$ cat src/rtl/status_axil_regbank_pkg.sv
// Shared definitions for the status/control AXI4-Lite register bank:
// response codes and the write/read channel state enumerations.
package status_axil_regbank_pkg;

  localparam logic [1:0] RESP_OKAY   = 2'b00;
  localparam logic [1:0] RESP_SLVERR = 2'b10;

  typedef enum logic {W_IDLE, W_RESP} wr_state_t;
  typedef enum logic {R_IDLE, R_DATA} rd_state_t;

endpackage

$ cat src/rtl/status_axil_regbank_if.sv
// AXI4-Lite bus bundle for status_axil_regbank.
// master modport: drives AW/W/AR channels and B/R ready.
// slave modport : drives the ready/response/read-data side.
interface status_axil_regbank_if #(
  parameter int C_DATA_WIDTH = 32,
  parameter int C_ADDR_WIDTH = 8
);
  logic [C_ADDR_WIDTH-1:0]   S_AXI_AWADDR;
  logic [2:0]                S_AXI_AWPROT;
  logic                      S_AXI_AWVALID;
  logic                      S_AXI_AWREADY;
  logic [C_DATA_WIDTH-1:0]   S_AXI_WDATA;
  logic [C_DATA_WIDTH/8-1:0] S_AXI_WSTRB;
  logic                      S_AXI_WVALID;
  logic                      S_AXI_WREADY;
  logic [1:0]                S_AXI_BRESP;
  logic                      S_AXI_BVALID;
  logic                      S_AXI_BREADY;
  logic [C_ADDR_WIDTH-1:0]   S_AXI_ARADDR;
  logic [2:0]                S_AXI_ARPROT;
  logic                      S_AXI_ARVALID;
  logic                      S_AXI_ARREADY;
  logic [C_DATA_WIDTH-1:0]   S_AXI_RDATA;
  logic [1:0]                S_AXI_RRESP;
  logic                      S_AXI_RVALID;
  logic                      S_AXI_RREADY;

  modport slave (
    input  S_AXI_AWADDR, S_AXI_AWPROT, S_AXI_AWVALID,
    output S_AXI_AWREADY,
    input  S_AXI_WDATA, S_AXI_WSTRB, S_AXI_WVALID,
    output S_AXI_WREADY,
    output S_AXI_BRESP, S_AXI_BVALID,
    input  S_AXI_BREADY,
    input  S_AXI_ARADDR, S_AXI_ARPROT, S_AXI_ARVALID,
    output S_AXI_ARREADY,
    output S_AXI_RDATA, S_AXI_RRESP, S_AXI_RVALID,
    input  S_AXI_RREADY
  );

  modport master (
    output S_AXI_AWADDR, S_AXI_AWPROT, S_AXI_AWVALID,
    input  S_AXI_AWREADY,
    output S_AXI_WDATA, S_AXI_WSTRB, S_AXI_WVALID,
    input  S_AXI_WREADY,
    input  S_AXI_BRESP, S_AXI_BVALID,
    output S_AXI_BREADY,
    output S_AXI_ARADDR, S_AXI_ARPROT, S_AXI_ARVALID,
    input  S_AXI_ARREADY,
    input  S_AXI_RDATA, S_AXI_RRESP, S_AXI_RVALID,
    output S_AXI_RREADY
  );
endinterface

$ cat src/rtl/status_axil_regbank_evt_irq.sv
// Sticky event register, interrupt enable register and registered irq.
// Ports: clk/rst_n (async active-low), event_in level sources,
// clr_en + wdata/wmask for write-1-to-clear of EVT, en_we for IRQ_EN
// byte-masked writes, evt/irq_en register contents, irq output.
module status_evt_irq #(
  parameter int C_NUM_EVT = 8
) (
  input  logic                 clk,
  input  logic                 rst_n,
  input  logic [C_NUM_EVT-1:0] event_in,
  input  logic                 clr_en,
  input  logic                 en_we,
  input  logic [C_NUM_EVT-1:0] wdata,
  input  logic [C_NUM_EVT-1:0] wmask,
  output logic [C_NUM_EVT-1:0] evt,
  output logic [C_NUM_EVT-1:0] irq_en,
  output logic                 irq
);
  logic [C_NUM_EVT-1:0] clr_bits;

  always_comb begin
    clr_bits = '0;
    if (clr_en) clr_bits = wdata & wmask;
  end

  always_ff @(posedge clk or negedge rst_n) begin
    if (!rst_n) begin
      evt    <= '0;
      irq_en <= '0;
      irq    <= 1'b0;
    end else begin
      // OR-ing event_in after the clear makes a coincident set win
      evt <= (evt & ~clr_bits) | event_in;
      if (en_we) irq_en <= (irq_en & ~wmask) | (wdata & wmask);
      irq <= |(evt & irq_en);
    end
  end
endmodule

$ cat src/rtl/status_axil_regbank.sv
// AXI4-Lite register bank: C_NUM_CTRL read/write control words, C_NUM_STAT
// read-only status words, a sticky W1C event register and an IRQ enable.
// Ports: ACLK, ARESETN (async active-low), s_axi (AXI4-Lite slave bundle),
// ctrl_out (control words, word 0 in LSBs), stat_in (status words),
// event_in (level event sources), irq (registered interrupt).
module status_axil_regbank
  import status_axil_regbank_pkg::*;
#(
  parameter int C_DATA_WIDTH = 32,
  parameter int C_ADDR_WIDTH = 8,
  parameter int C_NUM_CTRL   = 4,
  parameter int C_NUM_STAT   = 4,
  parameter int C_NUM_EVT    = 8
) (
  input  logic                               ACLK,
  input  logic                               ARESETN,
  status_axil_regbank_if.slave               s_axi,
  output logic [C_NUM_CTRL*C_DATA_WIDTH-1:0] ctrl_out,
  input  logic [C_NUM_STAT*C_DATA_WIDTH-1:0] stat_in,
  input  logic [C_NUM_EVT-1:0]               event_in,
  output logic                               irq
);
  localparam int unsigned NBYTES   = C_DATA_WIDTH / 8;
  localparam int unsigned ADDR_LSB = $clog2(NBYTES);
  localparam int unsigned IDX_W    = C_ADDR_WIDTH - ADDR_LSB;
  localparam logic [IDX_W-1:0] EVT_IDX   = IDX_W'(C_NUM_CTRL + C_NUM_STAT);
  localparam logic [IDX_W-1:0] IRQEN_IDX = IDX_W'(C_NUM_CTRL + C_NUM_STAT + 1);

  wr_state_t wr_state, wr_next;
  rd_state_t rd_state, rd_next;

  logic                    ready_en;
  logic                    aw_held, w_held;
  logic [IDX_W-1:0]        aw_idx_q;
  logic [C_DATA_WIDTH-1:0] wdata_q, wmask;
  logic [NBYTES-1:0]       wstrb_q;
  logic [1:0]              bresp_q, rresp_q;
  logic [C_DATA_WIDTH-1:0] rdata_q, rd_val;
  logic                    rd_err, wr_err, evt_sel, irqen_sel;
  logic [C_NUM_CTRL-1:0]   ctrl_sel;
  logic [C_DATA_WIDTH-1:0] ctrl_q [C_NUM_CTRL];
  logic [C_DATA_WIDTH-1:0] stat_q [C_NUM_STAT];
  logic [C_NUM_EVT-1:0]    evt, irq_en;
  logic [IDX_W-1:0]        ar_idx;
  logic                    aw_hs, w_hs, ar_hs, commit;
  logic                    unused_bits;

  assign unused_bits = ^{s_axi.S_AXI_AWPROT, s_axi.S_AXI_ARPROT,
                         s_axi.S_AXI_AWADDR[ADDR_LSB-1:0],
                         s_axi.S_AXI_ARADDR[ADDR_LSB-1:0]};

  // ready_en keeps all READYs low through reset and the first edge after it
  assign s_axi.S_AXI_AWREADY = ready_en & ~aw_held;
  assign s_axi.S_AXI_WREADY  = ready_en & ~w_held;
  assign s_axi.S_AXI_ARREADY = ready_en & (rd_state == R_IDLE);
  assign s_axi.S_AXI_BVALID  = (wr_state == W_RESP);
  assign s_axi.S_AXI_BRESP   = bresp_q;
  assign s_axi.S_AXI_RVALID  = (rd_state == R_DATA);
  assign s_axi.S_AXI_RDATA   = rdata_q;
  assign s_axi.S_AXI_RRESP   = rresp_q;

  assign aw_hs  = s_axi.S_AXI_AWVALID & s_axi.S_AXI_AWREADY;
  assign w_hs   = s_axi.S_AXI_WVALID & s_axi.S_AXI_WREADY;
  assign ar_hs  = s_axi.S_AXI_ARVALID & s_axi.S_AXI_ARREADY;
  assign commit = (wr_state == W_IDLE) & aw_held & w_held;
  assign ar_idx = s_axi.S_AXI_ARADDR[C_ADDR_WIDTH-1:ADDR_LSB];

  always_ff @(posedge ACLK or negedge ARESETN) begin
    if (!ARESETN) begin
      wr_state <= W_IDLE;
      rd_state <= R_IDLE;
    end else begin
      wr_state <= wr_next;
      rd_state <= rd_next;
    end
  end

  always_comb begin
    wr_next = wr_state;
    case (wr_state)
      W_IDLE:  if (aw_held && w_held) wr_next = W_RESP;
      W_RESP:  if (s_axi.S_AXI_BREADY) wr_next = W_IDLE;
      default: wr_next = W_IDLE;
    endcase
  end

  always_comb begin
    rd_next = rd_state;
    case (rd_state)
      R_IDLE:  if (ar_hs) rd_next = R_DATA;
      R_DATA:  if (s_axi.S_AXI_RREADY) rd_next = R_IDLE;
      default: rd_next = R_IDLE;
    endcase
  end

  always_ff @(posedge ACLK or negedge ARESETN) begin
    if (!ARESETN) begin
      ready_en <= 1'b0;
      aw_held  <= 1'b0;
      w_held   <= 1'b0;
      aw_idx_q <= '0;
      wdata_q  <= '0;
      wstrb_q  <= '0;
    end else begin
      ready_en <= 1'b1;
      if (wr_state == W_RESP && s_axi.S_AXI_BREADY) begin
        aw_held <= 1'b0;
        w_held  <= 1'b0;
      end else begin
        if (aw_hs) begin
          aw_held  <= 1'b1;
          aw_idx_q <= s_axi.S_AXI_AWADDR[C_ADDR_WIDTH-1:ADDR_LSB];
        end
        if (w_hs) begin
          w_held  <= 1'b1;
          wdata_q <= s_axi.S_AXI_WDATA;
          wstrb_q <= s_axi.S_AXI_WSTRB;
        end
      end
    end
  end

  always_comb begin
    wmask = '0;
    for (int unsigned b = 0; b < NBYTES; b++) wmask[b*8 +: 8] = {8{wstrb_q[b]}};
  end

  // STAT indices and anything past IRQ_EN leave wr_err set
  always_comb begin
    wr_err    = 1'b1;
    ctrl_sel  = '0;
    evt_sel   = 1'b0;
    irqen_sel = 1'b0;
    for (int unsigned i = 0; i < C_NUM_CTRL; i++) begin
      if (aw_idx_q == IDX_W'(i)) begin
        ctrl_sel[i] = 1'b1;
        wr_err      = 1'b0;
      end
    end
    if (aw_idx_q == EVT_IDX) begin
      evt_sel = 1'b1;
      wr_err  = 1'b0;
    end
    if (aw_idx_q == IRQEN_IDX) begin
      irqen_sel = 1'b1;
      wr_err    = 1'b0;
    end
  end

  always_ff @(posedge ACLK or negedge ARESETN) begin
    if (!ARESETN) begin
      bresp_q <= RESP_OKAY;
      for (int unsigned i = 0; i < C_NUM_CTRL; i++) ctrl_q[i] <= '0;
    end else if (commit) begin
      bresp_q <= wr_err ? RESP_SLVERR : RESP_OKAY;
      for (int unsigned i = 0; i < C_NUM_CTRL; i++) begin
        if (ctrl_sel[i]) ctrl_q[i] <= (ctrl_q[i] & ~wmask) | (wdata_q & wmask);
      end
    end
  end

  always_ff @(posedge ACLK or negedge ARESETN) begin
    if (!ARESETN) begin
      for (int unsigned j = 0; j < C_NUM_STAT; j++) stat_q[j] <= '0;
    end else begin
      for (int unsigned j = 0; j < C_NUM_STAT; j++) stat_q[j] <= stat_in[j*C_DATA_WIDTH +: C_DATA_WIDTH];
    end
  end

  always_comb begin
    ctrl_out = '0;
    for (int unsigned i = 0; i < C_NUM_CTRL; i++) ctrl_out[i*C_DATA_WIDTH +: C_DATA_WIDTH] = ctrl_q[i];
  end

  always_comb begin
    rd_val = '0;
    rd_err = 1'b1;
    for (int unsigned i = 0; i < C_NUM_CTRL; i++) begin
      if (ar_idx == IDX_W'(i)) begin
        rd_val = ctrl_q[i];
        rd_err = 1'b0;
      end
    end
    for (int unsigned j = 0; j < C_NUM_STAT; j++) begin
      if (ar_idx == IDX_W'(C_NUM_CTRL + j)) begin
        rd_val = stat_q[j];
        rd_err = 1'b0;
      end
    end
    if (ar_idx == EVT_IDX) begin
      rd_val = C_DATA_WIDTH'(evt);
      rd_err = 1'b0;
    end
    if (ar_idx == IRQEN_IDX) begin
      rd_val = C_DATA_WIDTH'(irq_en);
      rd_err = 1'b0;
    end
  end

  always_ff @(posedge ACLK or negedge ARESETN) begin
    if (!ARESETN) begin
      rdata_q <= '0;
      rresp_q <= RESP_OKAY;
    end else if (ar_hs) begin
      rdata_q <= rd_val;
      rresp_q <= rd_err ? RESP_SLVERR : RESP_OKAY;
    end
  end

  status_evt_irq #(
    .C_NUM_EVT (C_NUM_EVT)
  ) u_evt_irq (
    .clk      (ACLK),
    .rst_n    (ARESETN),
    .event_in (event_in),
    .clr_en   (commit & evt_sel),
    .en_we    (commit & irqen_sel),
    .wdata    (wdata_q[C_NUM_EVT-1:0]),
    .wmask    (wmask[C_NUM_EVT-1:0]),
    .evt      (evt),
    .irq_en   (irq_en),
    .irq      (irq)
  );
endmodule

$ cat src/flat_wrapper.sv
// flat-port wrapper written by rule: the top's interface ports become plain ports
module status_axil_regbank_flat import status_axil_regbank_pkg::*;
#(
  parameter int C_DATA_WIDTH = 32,
  parameter int C_ADDR_WIDTH = 8,
  parameter int C_NUM_CTRL   = 4,
  parameter int C_NUM_STAT   = 4,
  parameter int C_NUM_EVT    = 8
)
  (ACLK, ARESETN, ctrl_out, stat_in, event_in, irq, s_axi_S_AXI_AWADDR, s_axi_S_AXI_AWPROT, s_axi_S_AXI_AWVALID, s_axi_S_AXI_AWREADY, s_axi_S_AXI_WDATA, s_axi_S_AXI_WSTRB, s_axi_S_AXI_WVALID, s_axi_S_AXI_WREADY, s_axi_S_AXI_BRESP, s_axi_S_AXI_BVALID, s_axi_S_AXI_BREADY, s_axi_S_AXI_ARADDR, s_axi_S_AXI_ARPROT, s_axi_S_AXI_ARVALID, s_axi_S_AXI_ARREADY, s_axi_S_AXI_RDATA, s_axi_S_AXI_RRESP, s_axi_S_AXI_RVALID, s_axi_S_AXI_RREADY);
  status_axil_regbank_if #(.C_DATA_WIDTH(C_DATA_WIDTH), .C_ADDR_WIDTH(C_ADDR_WIDTH)) s_axi_i ();
  input  logic ACLK;
  input  logic ARESETN;
  output logic [C_NUM_CTRL*C_DATA_WIDTH-1:0] ctrl_out;
  input  logic [C_NUM_STAT*C_DATA_WIDTH-1:0] stat_in;
  input  logic [C_NUM_EVT-1:0] event_in;
  output logic irq;
  input wire logic [$bits(s_axi_i.S_AXI_AWADDR)-1:0] s_axi_S_AXI_AWADDR;
  input wire logic [$bits(s_axi_i.S_AXI_AWPROT)-1:0] s_axi_S_AXI_AWPROT;
  input wire logic [$bits(s_axi_i.S_AXI_AWVALID)-1:0] s_axi_S_AXI_AWVALID;
  output wire logic [$bits(s_axi_i.S_AXI_AWREADY)-1:0] s_axi_S_AXI_AWREADY;
  input wire logic [$bits(s_axi_i.S_AXI_WDATA)-1:0] s_axi_S_AXI_WDATA;
  input wire logic [$bits(s_axi_i.S_AXI_WSTRB)-1:0] s_axi_S_AXI_WSTRB;
  input wire logic [$bits(s_axi_i.S_AXI_WVALID)-1:0] s_axi_S_AXI_WVALID;
  output wire logic [$bits(s_axi_i.S_AXI_WREADY)-1:0] s_axi_S_AXI_WREADY;
  output wire logic [$bits(s_axi_i.S_AXI_BRESP)-1:0] s_axi_S_AXI_BRESP;
  output wire logic [$bits(s_axi_i.S_AXI_BVALID)-1:0] s_axi_S_AXI_BVALID;
  input wire logic [$bits(s_axi_i.S_AXI_BREADY)-1:0] s_axi_S_AXI_BREADY;
  input wire logic [$bits(s_axi_i.S_AXI_ARADDR)-1:0] s_axi_S_AXI_ARADDR;
  input wire logic [$bits(s_axi_i.S_AXI_ARPROT)-1:0] s_axi_S_AXI_ARPROT;
  input wire logic [$bits(s_axi_i.S_AXI_ARVALID)-1:0] s_axi_S_AXI_ARVALID;
  output wire logic [$bits(s_axi_i.S_AXI_ARREADY)-1:0] s_axi_S_AXI_ARREADY;
  output wire logic [$bits(s_axi_i.S_AXI_RDATA)-1:0] s_axi_S_AXI_RDATA;
  output wire logic [$bits(s_axi_i.S_AXI_RRESP)-1:0] s_axi_S_AXI_RRESP;
  output wire logic [$bits(s_axi_i.S_AXI_RVALID)-1:0] s_axi_S_AXI_RVALID;
  input wire logic [$bits(s_axi_i.S_AXI_RREADY)-1:0] s_axi_S_AXI_RREADY;
  assign s_axi_i.S_AXI_AWADDR = s_axi_S_AXI_AWADDR;
  assign s_axi_i.S_AXI_AWPROT = s_axi_S_AXI_AWPROT;
  assign s_axi_i.S_AXI_AWVALID = s_axi_S_AXI_AWVALID;
  assign s_axi_S_AXI_AWREADY = s_axi_i.S_AXI_AWREADY;
  assign s_axi_i.S_AXI_WDATA = s_axi_S_AXI_WDATA;
  assign s_axi_i.S_AXI_WSTRB = s_axi_S_AXI_WSTRB;
  assign s_axi_i.S_AXI_WVALID = s_axi_S_AXI_WVALID;
  assign s_axi_S_AXI_WREADY = s_axi_i.S_AXI_WREADY;
  assign s_axi_S_AXI_BRESP = s_axi_i.S_AXI_BRESP;
  assign s_axi_S_AXI_BVALID = s_axi_i.S_AXI_BVALID;
  assign s_axi_i.S_AXI_BREADY = s_axi_S_AXI_BREADY;
  assign s_axi_i.S_AXI_ARADDR = s_axi_S_AXI_ARADDR;
  assign s_axi_i.S_AXI_ARPROT = s_axi_S_AXI_ARPROT;
  assign s_axi_i.S_AXI_ARVALID = s_axi_S_AXI_ARVALID;
  assign s_axi_S_AXI_ARREADY = s_axi_i.S_AXI_ARREADY;
  assign s_axi_S_AXI_RDATA = s_axi_i.S_AXI_RDATA;
  assign s_axi_S_AXI_RRESP = s_axi_i.S_AXI_RRESP;
  assign s_axi_S_AXI_RVALID = s_axi_i.S_AXI_RVALID;
  assign s_axi_i.S_AXI_RREADY = s_axi_S_AXI_RREADY;
  status_axil_regbank #(.C_DATA_WIDTH(C_DATA_WIDTH), .C_ADDR_WIDTH(C_ADDR_WIDTH), .C_NUM_CTRL(C_NUM_CTRL), .C_NUM_STAT(C_NUM_STAT), .C_NUM_EVT(C_NUM_EVT)) u_core (.ACLK(ACLK), .ARESETN(ARESETN), .s_axi(s_axi_i), .ctrl_out(ctrl_out), .stat_in(stat_in), .event_in(event_in), .irq(irq));
endmodule
$ cat config.mk
export PLATFORM = sky130hd
export DESIGN_NAME = status_axil_regbank_flat
export DESIGN_NICKNAME = d
export VERILOG_FILES = /design/src/rtl/status_axil_regbank_pkg.sv /design/src/rtl/status_axil_regbank_if.sv /design/src/rtl/status_axil_regbank_evt_irq.sv /design/src/rtl/status_axil_regbank.sv /design/src/flat_wrapper.sv
export SDC_FILE = /design/constraint.sdc
export NUM_CORES = 1
export LEC_CHECK = 0
export BUFFER_PORTS_ARGS = -buffer_cell sky130_fd_sc_hd__clkbuf_2
export CORE_AREA = 2 2 192 194
export CTS_CLUSTER_SIZE = 30
export DETAILED_ROUTE_END_ITERATION = 12
export DIE_AREA = 0 0 194 196
export PLACE_DENSITY = 0.71
export SETUP_SLACK_MARGIN = 0.4
export SLEW_MARGIN = 20
export SYNTH_ARGS = -nofsm -noshare
export SYNTH_HDL_FRONTEND = slang
export SYNTH_SLANG_ARGS = --single-unit
$ cat constraint.sdc
create_clock -name ACLK -period 6.15 [get_ports ACLK]
set_clock_uncertainty 0.1 [all_clocks]
set_input_delay 0.615 -clock ACLK [delete_from_list [all_inputs] [get_ports ACLK]]
set_output_delay 0.615 -clock ACLK [all_outputs]
set_load 0.01 [all_outputs]
==> results.yml <==
status:
  result_of_the_run: "complete, no violations"
die:
  chipHeight_um: 196
  chipWidth_um: 194
  fp.dieArea_sq_um: 38000
  io_pins: 371
  coreArea_sq_um: 36100
  initial_core_util_pct: 39.5
  placementRows: 70
finish:
  final_cell_count_no_fill: 1936
  layout.nets: 1638
  syn2layout_area_growth_pct: 25.0
  final_layout_size_suffix_gt1_share_pct: 44.1
  layout.cell_area.non_filler_sq_um: 17800
clock_tree:
  numClockSinks: 354
  clk_transition_reported_paths_ns: 0.06
  clkLatencyLatePin_ns: 0.55
  clockBufferDepth: 3
  tritoncts.num_buffers: 39
  cts_resized: 0
  cts_htree_levels: 2
  clock-root-buffer: "sky130_fd_sc_hd__clkbuf_16"
  tritoncts: "yes"
yosys:
  ys_types: 47
  synth_largest_area_cell: "sky130_fd_sc_hd__dfrtp_1"
  synth_largest_type_area_fraction_pct: 62.1
  mean_cell_area_of_the_mapped_netlist_sq_um: 13.1
  asyncSetResetFlopFracSynth_pct: 100
  sequential_fraction_of_the_synthesis_area_pct: 62.1
  syn-instance-count: 1087
  synth.ff_latch_count: 354
  ys_warn_count: 0
  synth_enable_flop_cells: 0
  netlist_area_sq_um: 14300
  yosys-top-cells-area: "sky130_fd_sc_hd__dfrtp_1, sky130_fd_sc_hd__mux2_2, sky130_fd_sc_hd__o21ai_0"
  yosys_most_used_dff: "sky130_fd_sc_hd__dfrtp_1"
pwr:
  power_density_over_the_cells_nw_per_um2: 413
  switching_share_pct: 31.3
  share_of_total_power_in_the_clock_network_pct: 31.9
  pwr-share-comb_pct: 21.3
  total_leakage_power_nw: 8.71
  power.internal_mw: 5.05
  power.total_mw: 7.36
  seq_power_share_pct: 46.8
  sw_power_mw: 2.31
  power.ir.vdd_worst_mv: 0.284
detailed_routing:
  routed_wire_length_per_instance_um: 22.6
  viasPerCell: 5.38
  detail_route.iter0.violations: 654
  vias: 10400
  remaining_routing_drc_violations: 0
  drt_pass1_iterations: 5
  postRouteAntennaNets: 0
  detail_route.wirelength_um: 43700
sta:
  fmax_ghz: 0.346
  final_min_period_over_clock_period_pct: 47.1
  setup_repair_after_global_routing_missed_its_margin: "false"
  tightestPinTransition_ns: 1.07
  slew_limit_headroom_pct: 28.1
  timing_max_transition_violations_final: 0
  fin_tns_setup_ns: 0
  final-hold-violation-count: 0
  fin_worst_hold_slack_ns: 0.0499
  final.min_clock_period_ns: 2.89
  final-setup-viol-count: 0
critical_path:
  crit_start: "s_axi_S_AXI_ARADDR[7]"
  crit_path_end_kind: "flop"
  critPathMostFrequentCell: "sky130_fd_sc_hd__buf_4"
  worst_ep_arrival_time_ns: 3.27
  crit_slowest_cell: "sky130_fd_sc_hd__o221ai_1"
  crit_chain: "clkbuf_2 > nor3_4 > buf_4 > nand2_1 > buf_4 > o221ai_1 > a221oi_1 > o21ai_0"
  cp_data_required_time_ns: 6.52
  worstSetupStartpointType: "primary input"
  max_stage_delay_ns: 0.62
  worst-path-max-fanout: 28
  worst_flop_to_flop_path_startpoint: "u_core.s_axi.S_AXI_BVALID"
  timing_worst_setup_path_type: "in2reg"
global_route:
  grt_start_max_net_pins: 152
  initial_antenna_violation_count: 1
  first_global_vias: 10700
  global_route.usage.total_pct: 22.9
  first_pass_grt_wire_length_um: 66200
  gr-total-overflow: 0
placement:
  gp_congestion: 0.866
  numPortBuffers: 358
  place.detailed.instances: 1863
  postPlaceCellArea_sq_um: 16500
  dpl.hpwl_um: 30900
flow_run:
  drv_cap: 0
hold_path:
  hold_path_class: "in2reg"
  launch_instance_of_the_worst_min_delay_path: "stat_in[54]"
## critical path, delay by kind of cell
kind            cells  cell delay, ns
compound gates      3            0.96
buf+inv             3            0.93
simple gates        2            0.72
## power groups by stage
stage | Sequential (mW) | Combinational (mW) | Clock [mW]
final | 3.44 | 1.57 | 2.35
after global routing | 3.52 | 1.70 | 2.50
after CTS | 3.43 | 1.59 | 2.40
after detailed placement | 3.47 | 1.58 | 0
after global placement | 3.43 | 1.54 | 0
after floorplan | 3.47 | 0.730 | 0
## kinds of logic after synthesis
group / after synthesis / synth area share, %
AO/OA/AOI/OAI: 244 / 10.7
buffers and inverters: 93 / 2.62
flip-flops: 354 / 62.1
multiplexers: 244 / 18.9
other: 2 / 0.0527
AND/OR/NAND/NOR: 150 / 5.61
## per-stage QoR
step                setup slack (ns)  utilization [%]
detailed placement              2.71             45.8
global placement                2.74             45.8
floorplan                       3.96                -
finish                          3.26             49.4
CTS                             3.30             49.4
global route                    3.21             49.4
## repair_timing
item	in CTS	in global routing
buffers inserted	0	0
hold endpoints to repair	74	0
hold buffers	1	0
## Yosys cell counts, types with 2 or more instances
| cell type | instances |
|---|---|
| sky130_fd_sc_hd__dfrtp_1 | 354 |
| sky130_fd_sc_hd__mux2_2 | 198 |
| sky130_fd_sc_hd__o21ai_0 | 92 |
| sky130_fd_sc_hd__nand2_1 | 63 |
| sky130_fd_sc_hd__a21oi_1 | 51 |
| sky130_fd_sc_hd__mux2i_1 | 43 |
| sky130_fd_sc_hd__clkbuf_1 | 42 |
| sky130_fd_sc_hd__inv_1 | 27 |
| sky130_fd_sc_hd__o221ai_1 | 25 |
| sky130_fd_sc_hd__nand4_1 | 24 |
| sky130_fd_sc_hd__a221oi_1 | 22 |
| sky130_fd_sc_hd__nor2_1 | 20 |
| sky130_fd_sc_hd__a21o_1 | 16 |
| sky130_fd_sc_hd__buf_2 | 14 |
| sky130_fd_sc_hd__nor3_1 | 9 |
| sky130_fd_sc_hd__a31oi_1 | 8 |
| sky130_fd_sc_hd__buf_1 | 8 |
| sky130_fd_sc_hd__nor2b_1 | 8 |
| sky130_fd_sc_hd__o21a_1 | 7 |
| sky130_fd_sc_hd__o22a_1 | 7 |
| sky130_fd_sc_hd__a22oi_1 | 5 |
| sky130_fd_sc_hd__and2_1 | 5 |
| sky130_fd_sc_hd__nand2_2 | 4 |
| sky130_fd_sc_hd__mux2_1 | 3 |
| sky130_fd_sc_hd__o21ai_1 | 3 |
| sky130_fd_sc_hd__a211oi_1 | 2 |
| sky130_fd_sc_hd__buf_4 | 2 |
| sky130_fd_sc_hd__conb_1 | 2 |
| sky130_fd_sc_hd__nand2b_1 | 2 |
| sky130_fd_sc_hd__nand3b_1 | 2 |
| sky130_fd_sc_hd__nor4_2 | 2 |
| sky130_fd_sc_hd__o22ai_1 | 2 |
## worst paths after layout
path,to,depth (start not counted),slack (ns)
worst max-delay path,u_core.s_axi.S_AXI_RDATA[8],8,3.26
worst min-delay path,u_core.stat_q[86],1,0.05
worst max register to register,flop,5,3.66
worst min register to register,u_core.s_axi.S_AXI_RDATA[31],2,0.38
max in group asynchronous,u_core.stat_q[112],3,4.09
min in group asynchronous,u_core.ready_en,2,0.54
## final cells by class
class                   instances  area, sq um
diodes                          1         2.50
clock buffers                  55         1130
clock inverters                16          163
fillers                      3229        18300
inverters                      27          101
multi-input cells             641         5050
flip-flops and latches        354         8860
well taps                     468          586
repair buffers                374         1940
## cells in the final DEF, fill, tap and decap left out, types with 2 or more instances in the layout
cell type and instances:
sky130_fd_sc_hd__nand3b_1 2, sky130_fd_sc_hd__clkbuf_16 40, sky130_fd_sc_hd__mux2_2 198, sky130_fd_sc_hd__nand2b_1 2, sky130_fd_sc_hd__inv_1 27, sky130_fd_sc_hd__a22oi_1 5, sky130_fd_sc_hd__clkinv_2 6, sky130_fd_sc_hd__o221ai_1 25
sky130_fd_sc_hd__clkinvlp_4 4, sky130_fd_sc_hd__nand2_1 63, sky130_fd_sc_hd__o22a_1 7, sky130_fd_sc_hd__nor2_1 20, sky130_fd_sc_hd__buf_4 14, sky130_fd_sc_hd__and2_1 5, sky130_fd_sc_hd__o21ai_0 92, sky130_fd_sc_hd__conb_1 3
sky130_fd_sc_hd__nor4_2 2, sky130_fd_sc_hd__o21ai_1 3, sky130_fd_sc_hd__mux2_1 3, sky130_fd_sc_hd__a31oi_1 8, sky130_fd_sc_hd__mux2i_1 43, sky130_fd_sc_hd__nor3_1 9, sky130_fd_sc_hd__clkbuf_8 7, sky130_fd_sc_hd__o21a_1 7
sky130_fd_sc_hd__bufinv_16 2, sky130_fd_sc_hd__clkbuf_1 8, sky130_fd_sc_hd__dfrtp_1 354, sky130_fd_sc_hd__clkbuf_2 356, sky130_fd_sc_hd__nand4_1 24, sky130_fd_sc_hd__o22ai_1 2, sky130_fd_sc_hd__a21o_1 16, sky130_fd_sc_hd__inv_6 2
sky130_fd_sc_hd__nor2b_1 6, sky130_fd_sc_hd__a221oi_1 22, sky130_fd_sc_hd__a21oi_1 51, sky130_fd_sc_hd__nand2_2 4, sky130_fd_sc_hd__a211oi_1 2
## per-layer routing
| metal | track usage (%) | wire, um | vias up |
|---|---|---|---|
| met5 | 0 | 0 | - |
| met4 | 7.86 | 1390 | 0 |
| met3 | 5.50 | 2810 | 77 |
| met2 | 35.8 | 20200 | 367 |
| met1 | 31.4 | 19300 | 5320 |
| li1 | - | - | 4646 |
(Power assumes the default switching activity.)
